<file path="config.mk">
export PLATFORM = sky130hd
export DESIGN_NAME = mult_div_unit_seq
export DESIGN_NICKNAME = d
export VERILOG_FILES = /design/src/rtl/mult_div_unit_seq.sv
export SDC_FILE = /design/constraint.sdc
export NUM_CORES = 1
export LEC_CHECK = 0
export ABC_AREA = 1
export CORE_ASPECT_RATIO = 1.25
export CORE_UTILIZATION = 45
export CTS_CLUSTER_DIAMETER = 200
export DETAILED_ROUTE_END_ITERATION = 10
export SETUP_SLACK_MARGIN = 0.5
export SLEW_MARGIN = 30
export SYNTH_ARGS = -nofsm -noshare
export SYNTH_HDL_FRONTEND = slang
export SYNTH_SLANG_ARGS = --single-unit
export TNS_END_PERCENT = 5
</file>
<file path="constraint.sdc">
create_clock -name clk -period 4.9 [get_ports clk]
set_input_delay 0.735 -clock clk [delete_from_list [all_inputs] [get_ports clk]]
set_output_delay 0.735 -clock clk [all_outputs]
set_load 0.02 [all_outputs]
</file>
<file path="src/rtl/mult_div_unit_seq.sv">
// Iterative multiply/divide unit: radix-2 shift-add multiply and restoring divide,
// one result bit per cycle, with start/ready/done handshake and synchronous kill.
module mult_div_unit_seq #(
   parameter int parallelism = 32
) (
   input  logic                   clk,
   input  logic                   rst_n,
   input  logic                   start,
   input  logic                   kill,
   input  logic [2:0]             opCode,
   input  logic [parallelism-1:0] lOp,
   input  logic [parallelism-1:0] rOp,
   output logic                   ready,
   output logic                   done,
   output logic [parallelism-1:0] result,
   output logic                   divByZero
);

   // state | meaning
   // IDLE  | ready for a new op
   // PREP  | magnitudes, result signs, special-case detection
   // CALC  | one multiply/divide step per cycle, cnt_q counts down to 0
   // FIX   | sign correction, result select, done pulse
   typedef enum logic [1:0] {IDLE, PREP, CALC, FIX} state_t;

   localparam int P  = parallelism;
   localparam int CW = $clog2(P);
   localparam logic [P-1:0] MIN_NEG = {1'b1, {(P-1){1'b0}}};

   state_t          state_q;
   logic [CW-1:0]   cnt_q;
   logic [2:0]      op_q;
   logic [P-1:0]    l_q, r_q, b_q;
   logic [2*P-1:0]  acc_q;
   logic [P:0]      rem_q;
   logic            neg_q, negr_q, spec_q, spec_dbz_q;
   logic            ready_q, done_q, dbz_q;
   logic [P-1:0]    result_q;

   logic            l_sgn, r_sgn, s_l, s_r, div_zero, ovf;
   logic [P-1:0]    mag_l, mag_r, quo, rmd, fix_res;
   logic [P:0]      add_sum, shifted;
   logic [P+1:0]    trial;
   logic [2*P-1:0]  mul_acc_d, div_acc_d, prod;
   logic [P:0]      rem_d;

   always_comb begin
      l_sgn    = op_q[2] ? ~op_q[0] : (op_q != 3'b011);
      r_sgn    = op_q[2] ? ~op_q[0] : ~op_q[1];
      s_l      = l_sgn & l_q[P-1];
      s_r      = r_sgn & r_q[P-1];
      mag_l    = s_l ? -l_q : l_q;
      mag_r    = s_r ? -r_q : r_q;
      div_zero = op_q[2] && (r_q == '0);
      ovf      = op_q[2] && !op_q[0] && (l_q == MIN_NEG) && (r_q == '1);

      // multiply: add multiplicand when the current multiplier bit is set, then shift right
      add_sum   = {1'b0, acc_q[2*P-1:P]} + {1'b0, (acc_q[0] ? b_q : {P{1'b0}})};
      mul_acc_d = {add_sum, acc_q[P-1:1]};

      // restoring divide: the dividend shifts out of acc_q's low half as quotient bits shift in
      shifted   = {rem_q[P-1:0], acc_q[P-1]};
      trial     = {1'b0, shifted} - {2'b00, b_q};
      rem_d     = trial[P+1] ? shifted : trial[P:0];
      div_acc_d = {acc_q[2*P-1:P], acc_q[P-2:0], ~trial[P+1]};

      prod = neg_q ? -acc_q : acc_q;
      quo  = neg_q ? -acc_q[P-1:0] : acc_q[P-1:0];
      rmd  = negr_q ? -rem_q[P-1:0] : rem_q[P-1:0];

      if (spec_q)
         fix_res = acc_q[P-1:0];
      else if (!op_q[2])
         fix_res = (op_q == 3'b000) ? prod[P-1:0] : prod[2*P-1:P];
      else
         fix_res = op_q[1] ? rmd : quo;
   end

   always_ff @(posedge clk or negedge rst_n) begin
      if (!rst_n) begin
         state_q    <= IDLE;
         cnt_q      <= '0;
         op_q       <= '0;
         l_q        <= '0;
         r_q        <= '0;
         b_q        <= '0;
         acc_q      <= '0;
         rem_q      <= '0;
         neg_q      <= 1'b0;
         negr_q     <= 1'b0;
         spec_q     <= 1'b0;
         spec_dbz_q <= 1'b0;
         ready_q    <= 1'b1;
         done_q     <= 1'b0;
         dbz_q      <= 1'b0;
         result_q   <= '0;
      end else begin
         done_q <= 1'b0;
         if (kill && state_q != IDLE) begin
            state_q <= IDLE;
            ready_q <= 1'b1;
         end else begin
            case (state_q)
               IDLE: begin
                  if (start && !kill) begin
                     op_q    <= opCode;
                     l_q     <= lOp;
                     r_q     <= rOp;
                     ready_q <= 1'b0;
                     state_q <= PREP;
                  end
               end
               PREP: begin
                  neg_q      <= s_l ^ s_r;
                  negr_q     <= s_l;
                  rem_q      <= '0;
                  spec_dbz_q <= div_zero;
                  if (div_zero) begin
                     spec_q  <= 1'b1;
                     acc_q   <= {{P{1'b0}}, (op_q[1] ? l_q : {P{1'b1}})};
                     state_q <= FIX;
                  end else if (ovf) begin
                     spec_q  <= 1'b1;
                     acc_q   <= {{P{1'b0}}, (op_q[1] ? {P{1'b0}} : l_q)};
                     state_q <= FIX;
                  end else begin
                     spec_q  <= 1'b0;
                     cnt_q   <= CW'(P-1);
                     b_q     <= op_q[2] ? mag_r : mag_l;
                     acc_q   <= {{P{1'b0}}, (op_q[2] ? mag_l : mag_r)};
                     state_q <= CALC;
                  end
               end
               CALC: begin
                  acc_q <= op_q[2] ? div_acc_d : mul_acc_d;
                  if (op_q[2])
                     rem_q <= rem_d;
                  cnt_q <= cnt_q - 1'b1;
                  if (cnt_q == '0)
                     state_q <= FIX;
               end
               FIX: begin
                  result_q <= fix_res;
                  dbz_q    <= spec_dbz_q;
                  done_q   <= 1'b1;
                  ready_q  <= 1'b1;
                  state_q  <= IDLE;
               end
               default: state_q <= IDLE;
            endcase
         end
      end
   end

   assign ready     = ready_q;
   assign done      = done_q;
   assign result    = result_q;
   assign divByZero = dbz_q;

endmodule

</file>
**After elaboration in Yosys (flattened, before gate mapping)**

Cells that the tools add are included.

- ROM bits: 0
- Register bits after elaboration: 241
- Word-level logic and storage cells: 110
- Output and inout bits: 35
- Memory bits (writable): 0
- Memories: 0
- Latch bits: 0

- Order comparisons: 0
- Bitwise gates (word level): 9
- Equal/unequal tests: 12
- Shifts and indexed selects: 0
- Reductions and logical operators: 25
- Divide/modulo/power cells: 0
- Multipliers: 0
- Add/sub/neg operators: 8
- Multiplexer cells: 39

Operators with widths:

| operator | count |
|---|---|
| 32-bit two-way mux | 17 |
| 64-bit two-way mux | 2 |
| 32-bit negator | 4 |
| 64-bit one-hot mux with 2 select lines | 1 |
| 32-bit == test (second input constant) | 2 |
| 64-bit negator | 1 |
| 32-bit one-hot mux with 2 select lines | 1 |
| 33-bit by 32-bit subtractor with 34-bit output | 1 |
| 32-bit by 32-bit adder with 33-bit output | 1 |
| 32-bit logical NOT | 1 |
| 1-bit two-way mux | 10 |
| 5-bit two-way mux | 2 |
| 5-bit one-hot mux with 2 select lines | 1 |
| 2-bit AND reduction | 5 |
| 3-bit AND reduction | 3 |
| 2-bit inequality test (second input constant) | 4 |
| 2-bit one-hot mux with 4 select lines | 1 |
| 4-bit AND reduction | 2 |
| 1-bit logical AND | 6 |
| 2-bit two-way mux | 3 |
| 3-bit inequality test (second input constant) | 2 |
| 1-bit inverter | 6 |
| 5-bit logical NOT | 1 |
| 5-bit by 1-bit subtractor with 5-bit output (second input constant) | 1 |
| other kinds (11) | 15 |

**Longest topological paths before layout**

- Depth in word-level cells: 8
- Depth in mapped cells: 18
- Depth with buffers taken out: 17

**Least setup slack after synthesis**

No wires, ideal clock.

- Path kind: reg-to-reg
- Start point: register acc_q[0]
- End point: register acc_q[53]
- Setup time: 0.117 ns
- Path slack: 2.523 ns
- Clock period less this slack: 2.377 ns
- Path buffers: 1
- Cell stages (with the launch flop): 19
- Data arrival time: 2.259 ns
- Data required time: 4.783 ns
- Cells stage by stage: dfrtp_1 -> buf_2 -> nand2_1 -> inv_1 -> ha_1 -> inv_1 -> fa_1 -> inv_1 -> nand2_1 -> o21ai_1 -> a21boi_0 -> o21ai_1 -> nand2_1 -> nand2_1 -> nand2_1 -> nand2_1 -> nand2_1 -> nand3_1 -> nand2_1

- Cells in the longest elaborated chain, start to end: 4

Ends and longest elaborated chain:

| element | line | text |
|---|---|---|
| from (decl) | 34 | `logic [2*P-1:0] acc_q;` |
| from (signal assigned) | 120 | `acc_q <= {{P{1'b0}}, (op_q[1] ? l_q : {P{1'b1}})};` |
| from (signal assigned) | 124 | `acc_q <= {{P{1'b0}}, (op_q[1] ? {P{1'b0}} : l_q)};` |
| from (signal assigned) | 130 | `acc_q <= {{P{1'b0}}, (op_q[2] ? mag_l : mag_r)};` |
| 32-bit two-way mux | 58 | `add_sum = {1'b0, acc_q[2*P-1:P]} + {1'b0, (acc_q[0] ? b_q : {P{1'b0}})};` |
| 32-bit by 32-bit adder with 33-bit output | 58 |  |
| 64-bit two-way mux | 135 | `acc_q <= op_q[2] ? div_acc_d : mul_acc_d;` |
| 64-bit one-hot mux with 2 select lines | 103 | `case (state_q)` |

No other way between the ends. The select of a mux whose other input is x is not followed.
A chain may end at the register's enable or synchronous reset.

**Worst setup path in the final report**

- Start point: register op_q[2]
- End point: register acc_q[16]

- Cells in the longest elaborated chain, start to end: 8

Ends and longest elaborated chain:

| element | line | text |
|---|---|---|
| from (decl) | 32 | `logic [2:0] op_q;` |
| from (signal assigned) | 106 | `op_q <= opCode;` |
| 3-bit by 2-bit inequality test with 1-bit output | 48 | `l_sgn = op_q[2] ? ~op_q[0] : (op_q != 3'b011);` |
| 1-bit two-way mux | 48 |  |
| 1-bit bitwise AND | 50 | `s_l = l_sgn & l_q[P-1];` |
| 32-bit two-way mux | 52 | `mag_l = s_l ? -l_q : l_q;` |
| 32-bit two-way mux | 130 |  |
| 32-bit two-way mux | 122 | `end else if (ovf) begin` |
| 32-bit two-way mux | 118 | `if (div_zero) begin` |
| 64-bit one-hot mux with 2 select lines (*) | 103 |  |

Every way passes the cells marked *; elsewhere a longest branch is shown, timed or not. The select of a mux whose other input is x is not followed.

==> reports/qor.csv <==
metric,value,unit
run status,finished clean,
Iter 0 DRT Violations,2866,
Startpoint Class,register,
post-synthesis async set-or-reset flop share,100,%
DIE AREA,49800,um^2
Max Fanout on Critical Path,47,
total CTS buffers,29,
"Min Clock Period, post-route",3760,ps
Starting Density,45.6,%
DR WL/cell,24.4,um
Clock transition at path regs,70,ps
htree depth,1,
"Area growth, synth to finish",11.7,%
Rows,90,
Cell variety after synth,55,
post-synthesis cell area,22000,um^2
vias per std cell,5.98,
clk_lat worst skew,610,ps
largest net degree at the start of global routing,90,
CTS max path bufs,3,
Post-CTS Setup Inserts,0,
Area contributors post-synth,"dfrtp_1, nand2_1, nand3_1, nor2_1, inv_1",
most frequent cells in the layout,"nand2_1, nor2_1, nand3_1",
Overall Global Routing Usage,42.1,%
Yosys reg bits,241,
max cap viols,0,
Final setup viols,0,
final core utilization,50.9,%
unrepaired setup endpoints after global routing,false,
VDD IR-drop max,404,uV
synthesis warning total,0,
Total Nets Final,3784,
Pwr Density,737,nW/um^2
Fill cells,4992,
Final Cycle Share,76.8,%
Post-DRT Antenna Nets,0,
fin. max-slew vios,0,
share of post-route cells with drive strength above 1,4.89,%
Worst-Margin Slew,987,ps
syn_area_per_cell,6.11,um^2
via count,25700,
hold_buf cts,0,
I/O pin count,106,
post-CTS resize count,0,
setup TNS,0,ps
Die Span Y,249,um
Post-synth EDFFs,0,
die width,200,um
gr ovfl total,0,
synthesized instance count,3603,
Buffers on Ports,105,
"Req. time, crit path",5410,ps
initial antenna violation count,4,
Worst EP arrival,4270,ps
max frequency,0.266,GHz
final hold violation count,0,
sequential-to-total area share from yosys stat,27.4,%
LEAKAGE,0.0123,uW
CTS tree,built,
Post-Syn Nets,3751,
"most common cell after layout, fill and taps aside",nand2_1,
first drt pass iteration count,8,
Core Footprint,48300,um^2
DRT Wirelength,105000,um
Synth top area share,27.3,%
# clock sinks,241,
"area leader, netlist",dfrtp_1,
crit path kind,register to register,
Clock Skew,24.1,ps
DRC viols,0,
HPWL Detailed,80700,um
vias in the first global route,24800,
Rel. slew slack,34.0,%
routability cong.,1.04,
Worst setup EP type,register,
Root Buffer,clkbuf_16,
first-pass GRT wire length,156000,um
Hold Path Class,input port to async pin,
Main synth FF type,dfrtp_1,
[layer usage]
layer | share of wire [%] | GRT usage (%) | vias to the layer above
met3 | 8.7 | 8.04 | 436
met1 | 36 | 48.6 | 12000
met5 | 0.010 | 0 | -
met4 | 9.7 | 33.8 | 2
met2 | 46 | 67.4 | 1464
li1 | - | - | 11900
[logic make-up after synthesis]
group	Yosys count	share of synthesized area, %
mux	9	0.460
xor+xnor	68	2.71
compound gates	608	15.9
fa+ha+maj	77	4.44
simple gates	2062	39.4
flops	241	27.4
buf+inv	538	9.66
[through the flow]
step | std cells | setup slack [ps] | power, uW | hold WS (ps) | area, um^2
floorplan | 3603 | 2520 | 10800 | 439 | 22000
global placement | 4249 | 1370 | 15100 | 462 | 23600
detailed placement | 4249 | 1300 | 15200 | 465 | 23600
CTS | 4301 | 1300 | 17600 | 210 | 24600
global route | 4301 | 1040 | 19200 | 225 | 24600
finish | 4303 | 1140 | 18100 | 131 | 24600
[power breakdown]
part	total, uW	internal (uW)	switching (uW)	leakage, uW
combinational	11700	3340	8380	0.00891
clock	2400	1400	1010	0.000497
sequential	4000	2780	1220	0.00293
total	18100	7510	10600	0.0123
[critical path: stages (launching register included)]
cell	delay, ps
dfrtp_4	730
inv_4	410
nand2_2	180
a21oi_4	750
buf_4	250
nand2_1	100
xnor2_1	560
nand2_1	110
nand3_1	200
nand3_1	140
a21oi_1	190
[area by class of cell]
type / instances / area (um^2) / area share [%]
Antenna cell: 2 / 5.00 / 0.0204
Inverter: 402 / 1510 / 6.15
Multi-Input combinational cell: 2824 / 13900 / 56.4
Tap cell: 644 / 806 / 3.28
Clock buffer: 36 / 822 / 3.34
Clock inverter: 16 / 201 / 0.819
Timing Repair Buffer: 138 / 1340 / 5.45
Sequential cell: 241 / 6040 / 24.5
[state kept, by name, summed over array words and instances (netlist names), 2 cells and up]
register / count
acc_q: 64
b_q: 32
cnt_q: 5
l_q: 32
op_q: 3
r_q: 32
rem_q: 32
result: 32
state_q: 2
[path summary, 6_finish.rpt]
check / start / endpoint / slack, ps / depth (start not counted)
worst max register to register: op_q[2] / acc_q[16] / 1140 / 10
worst max-delay path: op_q[2] / acc_q[16] / 1140 / 10
worst min-delay path: rst_n / acc_q[60] / 130 / 1
min in group clk: result[30] / result[30] / 480 / 2
max in group asynchronous: rst_n / rem_q[10] / 3480 / 2
worst min register to register: result[30] / result[30] / 480 / 2
[synthesized netlist by cell type, drive strengths merged (2+ instances only)]
master	n
a21boi	4
a21o	3
a21oi	244
a221oi	31
a22oi	8
a31oi	4
and2	2
buf	66
clkbuf	70
dfrtp	240
fa	2
ha	75
inv	401
mux2	9
nand2	1064
nand3	396
nand3b	10
nand4	60
nor2	481
nor3	34
nor4	5
o211ai	18
o21a	7
o21ai	224
o21bai	11
o22ai	31
o31ai	20
or2	9
xnor2	17
xor2	51
Power figures use the tool's default switching activity.
